==> config.mk <==
export PLATFORM = sky130hd
export DESIGN_NAME = hack_cpu_mc
export DESIGN_NICKNAME = d
export VERILOG_FILES = /design/src/rtl/hack_cpu_mc.sv
export SDC_FILE = /design/constraint.sdc
export NUM_CORES = 1
export LEC_CHECK = 0
export ABC_CLOCK_PERIOD_IN_PS = 5100
export CORE_MARGIN = 2
export CORE_UTILIZATION = 60
export DETAILED_ROUTE_END_ITERATION = 16
export DONT_BUFFER_PORTS = 1
export GPL_ROUTABILITY_DRIVEN = 0
export PLACE_DENSITY = 0.77
export SYNTH_ARGS = -nofsm -noshare
export SYNTH_HDL_FRONTEND = slang
export SYNTH_SLANG_ARGS = --single-unit
==> constraint.sdc <==
create_clock -name i_clk -period 5.1 [get_ports i_clk]
set_input_delay 1.02 -clock i_clk [delete_from_list [all_inputs] [get_ports i_clk]]
set_output_delay 1.02 -clock i_clk [all_outputs]
set_load 0.005 [all_outputs]
==> src/rtl/hack_cpu_mc.sv <==
// Multicycle HACK CPU: FETCH/READ/EXEC/WRITE sequencer over ready-handshaked ROM and data ports.
// Define HACK_CPU_HALT_EN to detect the "@L; 0;JMP" end loop and park the core in HALT.
module hack_cpu_mc #(
    parameter int WIDTH    = 16,
    parameter int PC_WIDTH = 15
) (
    input  logic                i_clk,
    input  logic                i_reset,
    output logic [PC_WIDTH-1:0] o_inst_addr,
    output logic                o_inst_req,
    input  logic                i_inst_rdy,
    input  logic [15:0]         i_inst_data,
    output logic [WIDTH-1:0]    o_mem_addr,
    output logic                o_mem_re,
    output logic                o_mem_we,
    output logic [WIDTH-1:0]    o_mem_wdata,
    input  logic [WIDTH-1:0]    i_mem_rdata,
    input  logic                i_mem_rdy,
    output logic                o_retire,
    output logic                o_halted
);

    typedef enum logic [2:0] {
        S_FETCH,
        S_READ,
        S_EXEC,
        S_WRITE
`ifdef HACK_CPU_HALT_EN
        , S_HALT
`endif
    } state_t;

    state_t              r_state;
    logic [PC_WIDTH-1:0] r_pc;
    logic [WIDTH-1:0]    r_a;
    logic [WIDTH-1:0]    r_d;
    logic [WIDTH-1:0]    r_m;
    // Only the C-instruction fields are kept; bits 15:13 are known to be 1 in EXEC.
    logic [12:0]         r_ir;
    logic [WIDTH-1:0]    r_mem_addr;
    logic [WIDTH-1:0]    r_wdata;
    logic                r_inst_req;
    logic                r_mem_re;
    logic                r_mem_we;
    logic                r_retire;

    logic [WIDTH-1:0]    w_alu_x;
    logic [WIDTH-1:0]    w_alu_y;
    logic [WIDTH-1:0]    w_alu_f;
    logic [WIDTH-1:0]    w_alu_out;
    logic                w_zr;
    logic                w_ng;
    logic                w_jump;
    logic [PC_WIDTH-1:0] w_pc_inc;
    logic [PC_WIDTH-1:0] w_pc_next;
    logic [WIDTH-1:0]    w_a_imm;
    logic [WIDTH-1:0]    w_a_exec;

    always_comb begin
        w_alu_x = r_ir[11] ? '0 : r_d;
        if (r_ir[10]) w_alu_x = ~w_alu_x;
        w_alu_y = r_ir[12] ? r_m : r_a;
        if (r_ir[9]) w_alu_y = '0;
        if (r_ir[8]) w_alu_y = ~w_alu_y;
        w_alu_f   = r_ir[7] ? (w_alu_x + w_alu_y) : (w_alu_x & w_alu_y);
        w_alu_out = r_ir[6] ? ~w_alu_f : w_alu_f;
    end

    assign w_zr      = (w_alu_out == '0);
    assign w_ng      = w_alu_out[WIDTH-1];
    assign w_jump    = (r_ir[2] & w_ng) | (r_ir[1] & w_zr) | (r_ir[0] & ~w_ng & ~w_zr);
    assign w_pc_inc  = r_pc + PC_WIDTH'(1);
    // Jump target is the A value from before this instruction's own A update.
    assign w_pc_next = w_jump ? r_a[PC_WIDTH-1:0] : w_pc_inc;
    assign w_a_imm   = {{(WIDTH-15){1'b0}}, i_inst_data[14:0]};
    assign w_a_exec  = r_ir[5] ? w_alu_out : r_a;

`ifdef HACK_CPU_HALT_EN
    logic r_prev_a;
    logic r_halted;
    logic w_halt;

    assign w_halt = r_prev_a && (r_ir[2:0] == 3'b111) && (r_ir[5:3] == 3'b000)
                    && (r_a[PC_WIDTH-1:0] == (r_pc - PC_WIDTH'(1)));
    assign o_halted = r_halted;
`else
    assign o_halted = 1'b0;
`endif

    always_ff @(posedge i_clk or posedge i_reset) begin
        if (i_reset) begin
            r_state    <= S_FETCH;
            r_pc       <= '0;
            r_a        <= '0;
            r_d        <= '0;
            r_m        <= '0;
            r_ir       <= '0;
            r_mem_addr <= '0;
            r_wdata    <= '0;
            r_inst_req <= 1'b1;
            r_mem_re   <= 1'b0;
            r_mem_we   <= 1'b0;
            r_retire   <= 1'b0;
`ifdef HACK_CPU_HALT_EN
            r_prev_a   <= 1'b0;
            r_halted   <= 1'b0;
`endif
        end else begin
            r_retire <= 1'b0;
            case (r_state)
                S_FETCH: begin
                    if (i_inst_rdy) begin
                        r_ir <= i_inst_data[12:0];
                        if (!i_inst_data[15]) begin
                            r_a        <= w_a_imm;
                            r_mem_addr <= w_a_imm;
                            r_pc       <= w_pc_inc;
                            r_retire   <= 1'b1;
`ifdef HACK_CPU_HALT_EN
                            r_prev_a   <= 1'b1;
`endif
                        end else begin
                            r_inst_req <= 1'b0;
                            if (i_inst_data[12]) begin
                                r_mem_re <= 1'b1;
                                r_state  <= S_READ;
                            end else begin
                                r_state  <= S_EXEC;
                            end
                        end
                    end
                end
                S_READ: begin
                    if (i_mem_rdy) begin
                        r_m      <= i_mem_rdata;
                        r_mem_re <= 1'b0;
                        r_state  <= S_EXEC;
                    end
                end
                S_EXEC: begin
                    if (r_ir[5]) r_a <= w_alu_out;
                    if (r_ir[4]) r_d <= w_alu_out;
                    r_pc <= w_pc_next;
                    if (r_ir[3]) begin
                        r_wdata    <= w_alu_out;
                        r_mem_addr <= r_a;
                        r_mem_we   <= 1'b1;
                        r_state    <= S_WRITE;
                    end
`ifdef HACK_CPU_HALT_EN
                    else if (w_halt) begin
                        r_retire   <= 1'b1;
                        r_halted   <= 1'b1;
                        r_prev_a   <= 1'b0;
                        r_mem_addr <= w_a_exec;
                        r_state    <= S_HALT;
                    end
`endif
                    else begin
                        r_retire   <= 1'b1;
                        r_inst_req <= 1'b1;
                        r_mem_addr <= w_a_exec;
                        r_state    <= S_FETCH;
`ifdef HACK_CPU_HALT_EN
                        r_prev_a   <= 1'b0;
`endif
                    end
                end
                S_WRITE: begin
                    if (i_mem_rdy) begin
                        r_mem_we   <= 1'b0;
                        r_retire   <= 1'b1;
                        r_inst_req <= 1'b1;
                        r_mem_addr <= r_a;
                        r_state    <= S_FETCH;
`ifdef HACK_CPU_HALT_EN
                        r_prev_a   <= 1'b0;
`endif
                    end
                end
`ifdef HACK_CPU_HALT_EN
                S_HALT: begin
                    r_state <= S_HALT;
                end
`endif
                default: begin
                    r_state <= S_FETCH;
                end
            endcase
        end
    end

    assign o_inst_addr = r_pc;
    assign o_inst_req  = r_inst_req;
    assign o_mem_addr  = r_mem_addr;
    assign o_mem_re    = r_mem_re;
    assign o_mem_we    = r_mem_we;
    assign o_mem_wdata = r_wdata;
    assign o_retire    = r_retire;

endmodule

==> flow_summary.toml <==
[status]
status = "finished clean"

[grt]
grt_pass1_vias = 5703
grt_pass1_wl_um = 31040
grtUsageMet3 = 0.08693
grtUsageTotal = 0.3168
grt_overflow = 0
top_usage_layer = "met2"
grt_use_met1 = 0.4594
gr-usage-met2 = 0.4619
grt_start_max_net_pins = 64
antenna_found_initial = 0

[clock_network]
cts_tree = "yes"
clockBufferDepth = 2
post_cts_buffers = 0
hold_buffers = 0
cts-resized-gates = 0
cts.sinks = 114
clk_pin_slew_worst_paths_ps = 60
clkLatencyLatePin_ps = 430
cts_buffers = 17
cts-root-buf = "clkbuf_16"
cts.htree.levels = 4

[worst_setup_path]
crit_start = "r_ir[12]$_DFFE_PP0P_"
endpoint = "o_inst_addr[4]$_DFFE_PP0P_"
reg2regPathDepth = 17
cp_max_fo = 29
required_ps = 5400
cp-end-kind = "flop"
crit_path_start_kind = "flop"
reg2reg_from = "r_ir[12]$_DFFE_PP0P_"
cp_data_arrival_time_ps = 5150
r2r_end = "o_inst_addr[4]$_DFFE_PP0P_"
critPathKind = "reg -> reg"
r2r_slack_ps = 250

[route]
wire_per_inst_um = 20.74
drtPass1Iterations = 8
drc = 0
vias = 6238
ant_nets = 0
drt_iter0_drc = 756
via_per_inst = 6.532
wl_um = 19800

[synthesis]
yosys-top-cells-area = "dfrtp_1 40%, o21ai_0 6.3%, nand2_1 6.1%"
synthMuxAreaShare = 0.07239
synth-seq-cells = 114
synth-adder-area-share = 0.03284
synth_xor_area_frac = 0.05561
async_flop_share = 1.000
yosys.cell_types.count = 71
synthSimpleGateAreaFrac = 0.1907
synth_top_family_by_area = "compound AO/OA/AOI/OAI gates"
syn_nets = 865
synthFlopType = "dfrtp_1"
syn_area_sq_um = 7087
synth_warnings = 0
syn_inst = 811
synth_top_area_frac = 0.3990
syn-mean-instance-area_sq_um = 8.738
yosys.area.top_type = "dfrtp_1"
synth_edf_count = 0
synth-seq-area-share = 0.4027
synth-compound-area-share = 0.1993

[cells_and_area]
final_area_sq_um = 7800
n_fill_cell = 843
antenna_cells = 0
nets = 853
multi_input_area_sq_um = 3935
seq_area_sq_um = 2854
drive_above_1_share = 0.1207
area_growth_pct = 10.06

[sta]
final.setup.tns_ps = 0
max_freq_ghz = 0.2064
hold_viol_final = 0
drv_slew = 0
setup_viol = 0
worst_pin_slew_ps = 1068
rsz0062_at_grt = "no"
relSlewSlack = 0.2856
fin_skew_ps = 10.39
min_period_ps = 4846
period_share = 0.9501

[floorplan]
fp.coreArea_sq_um = 11470
die_w_um = 112.7
fp.dieArea_sq_um = 12700
fp.dieH_um = 112.7
start_util = 0.6180
io_pins = 88
placementRows = 39

[placement]
dp_hpwl_um = 13940
placedInstanceArea_sq_um = 7226
numPortBuffers = 0

[hold_path]
min_path_type = "reg -> reg"

[run]
max_cap_viol_count = 0
-- area by class of cell --
class	count	area share
multi-input combinational	616	0.5045
sequential	114	0.3659
clock buffer	18	0.05630
tap	143	0.02294
timing repair buffer	20	0.01925
clock inverter	14	0.01636
inverter	30	0.01476
-- logic make-up after synthesis --
logic type | count (synthesis)
compound gates | 217
mux | 48
xor+xnor | 45
simple gates | 287
flops | 114
other cells | 1
fa+ha+maj | 18
buf+inv | 81
-- metrics by stage --
| step | utilization | hold slack (ps) | setup WS (ps) | cells |
|---|---|---|---|---|
| floorplan | - | 450.9 | 488.3 | 811 |
| global placement | 0.6301 | 464.9 | 320.7 | 923 |
| detailed placement | 0.6301 | 473.2 | 214.1 | 923 |
| CTS | 0.6795 | 485.8 | 182.8 | 955 |
| global route | 0.6802 | 514.3 | 49.96 | 955 |
| finish | 0.6802 | 485.9 | 254.4 | 955 |
-- layout by cell type (no fill, tap or decap), drive strengths merged, types with 20 or more instances in the layout --
cell / n
nand2: 115
dfrtp: 113
o21ai: 98
nor2: 55
a21oi: 36
inv: 35
xnor2: 29
mux2: 26
nand3: 24
mux2i: 22
buf: 20
-- cell usage after synthesis (all sizes together) (3+ instances only) --
cell and n:
ha 17, nand2 115, mux2 26, nor4 4, nand2b 19, o211ai 10, nand3 24, a211o 11
and3 18, o221ai 7, buf 11, nor2b 6, dfrtp 113, a22oi 4, and4 3, xor2 16
a21oi 36, nor3 15, mux2i 22, o311ai 4, nand4 3, clkbuf 40, or2 3, inv 30
a211oi 7, o21ai 98, a21o 5, xnor2 29, or3 15, o22ai 7, nor2 55, o31a 3
-- registers in the layout, indices dropped and copies added, names as in the netlist --
name / count
r_state: 2
o_inst_addr: 15
r_d: 16
o_mem_addr: 16
r_ir: 13
o_mem_wdata: 16
o_mem_re: 1
o_inst_req: 1
r_a: 16
o_mem_we: 1
o_retire: 1
r_m: 16
-- worst max-delay path, stage by stage (launching register included) --
cell	delay [ps]
dfrtp_1	500
buf_4	290
mux2i_1	230
nor2_1	70
xor2_1	150
ha_1	330
or2_1	240
o31a_1	160
a2111o_1	440
a41oi_1	350
xnor2_2	270
o2111ai_2	240
a2111oi_4	280
nand4_1	190
a311oi_4	290
buf_4	320
a21oi_1	80
a211o_1	280
-- routing by layer --
layer | wire (um) | part of all wire | vias up
met5 | 0 | 0 | -
met4 | 533 | 0.027 | 0
met3 | 2181 | 0.11 | 50
met2 | 8601 | 0.43 | 354
met1 | 8486 | 0.43 | 2983
li1 | - | - | 2851
-- how the worst min path moves through the flow --
stage | start | endpoint | slack, ps | cells past startpoint
6_report | r_d[13]$_DFFE_PP0P_ | r_d[13]$_DFFE_PP0P_ | 490 | 2
3_5_place_dp | r_d[13]$_DFFE_PP0P_ | r_d[13]$_DFFE_PP0P_ | 470 | 2
3_3_place_gp | r_d[1]$_DFFE_PP0P_ | r_d[1]$_DFFE_PP0P_ | 460 | 2
4_1_cts | r_d[13]$_DFFE_PP0P_ | r_d[13]$_DFFE_PP0P_ | 490 | 2
2_1_floorplan | r_d[0]$_DFFE_PP0P_ | r_d[0]$_DFFE_PP0P_ | 450 | 2
5_1_grt | r_d[13]$_DFFE_PP0P_ | r_d[13]$_DFFE_PP0P_ | 510 | 2
Power is left out: the tool's default activity adds up to more than one toggle a clock period on the data nets, which glitch-free logic cannot reach.
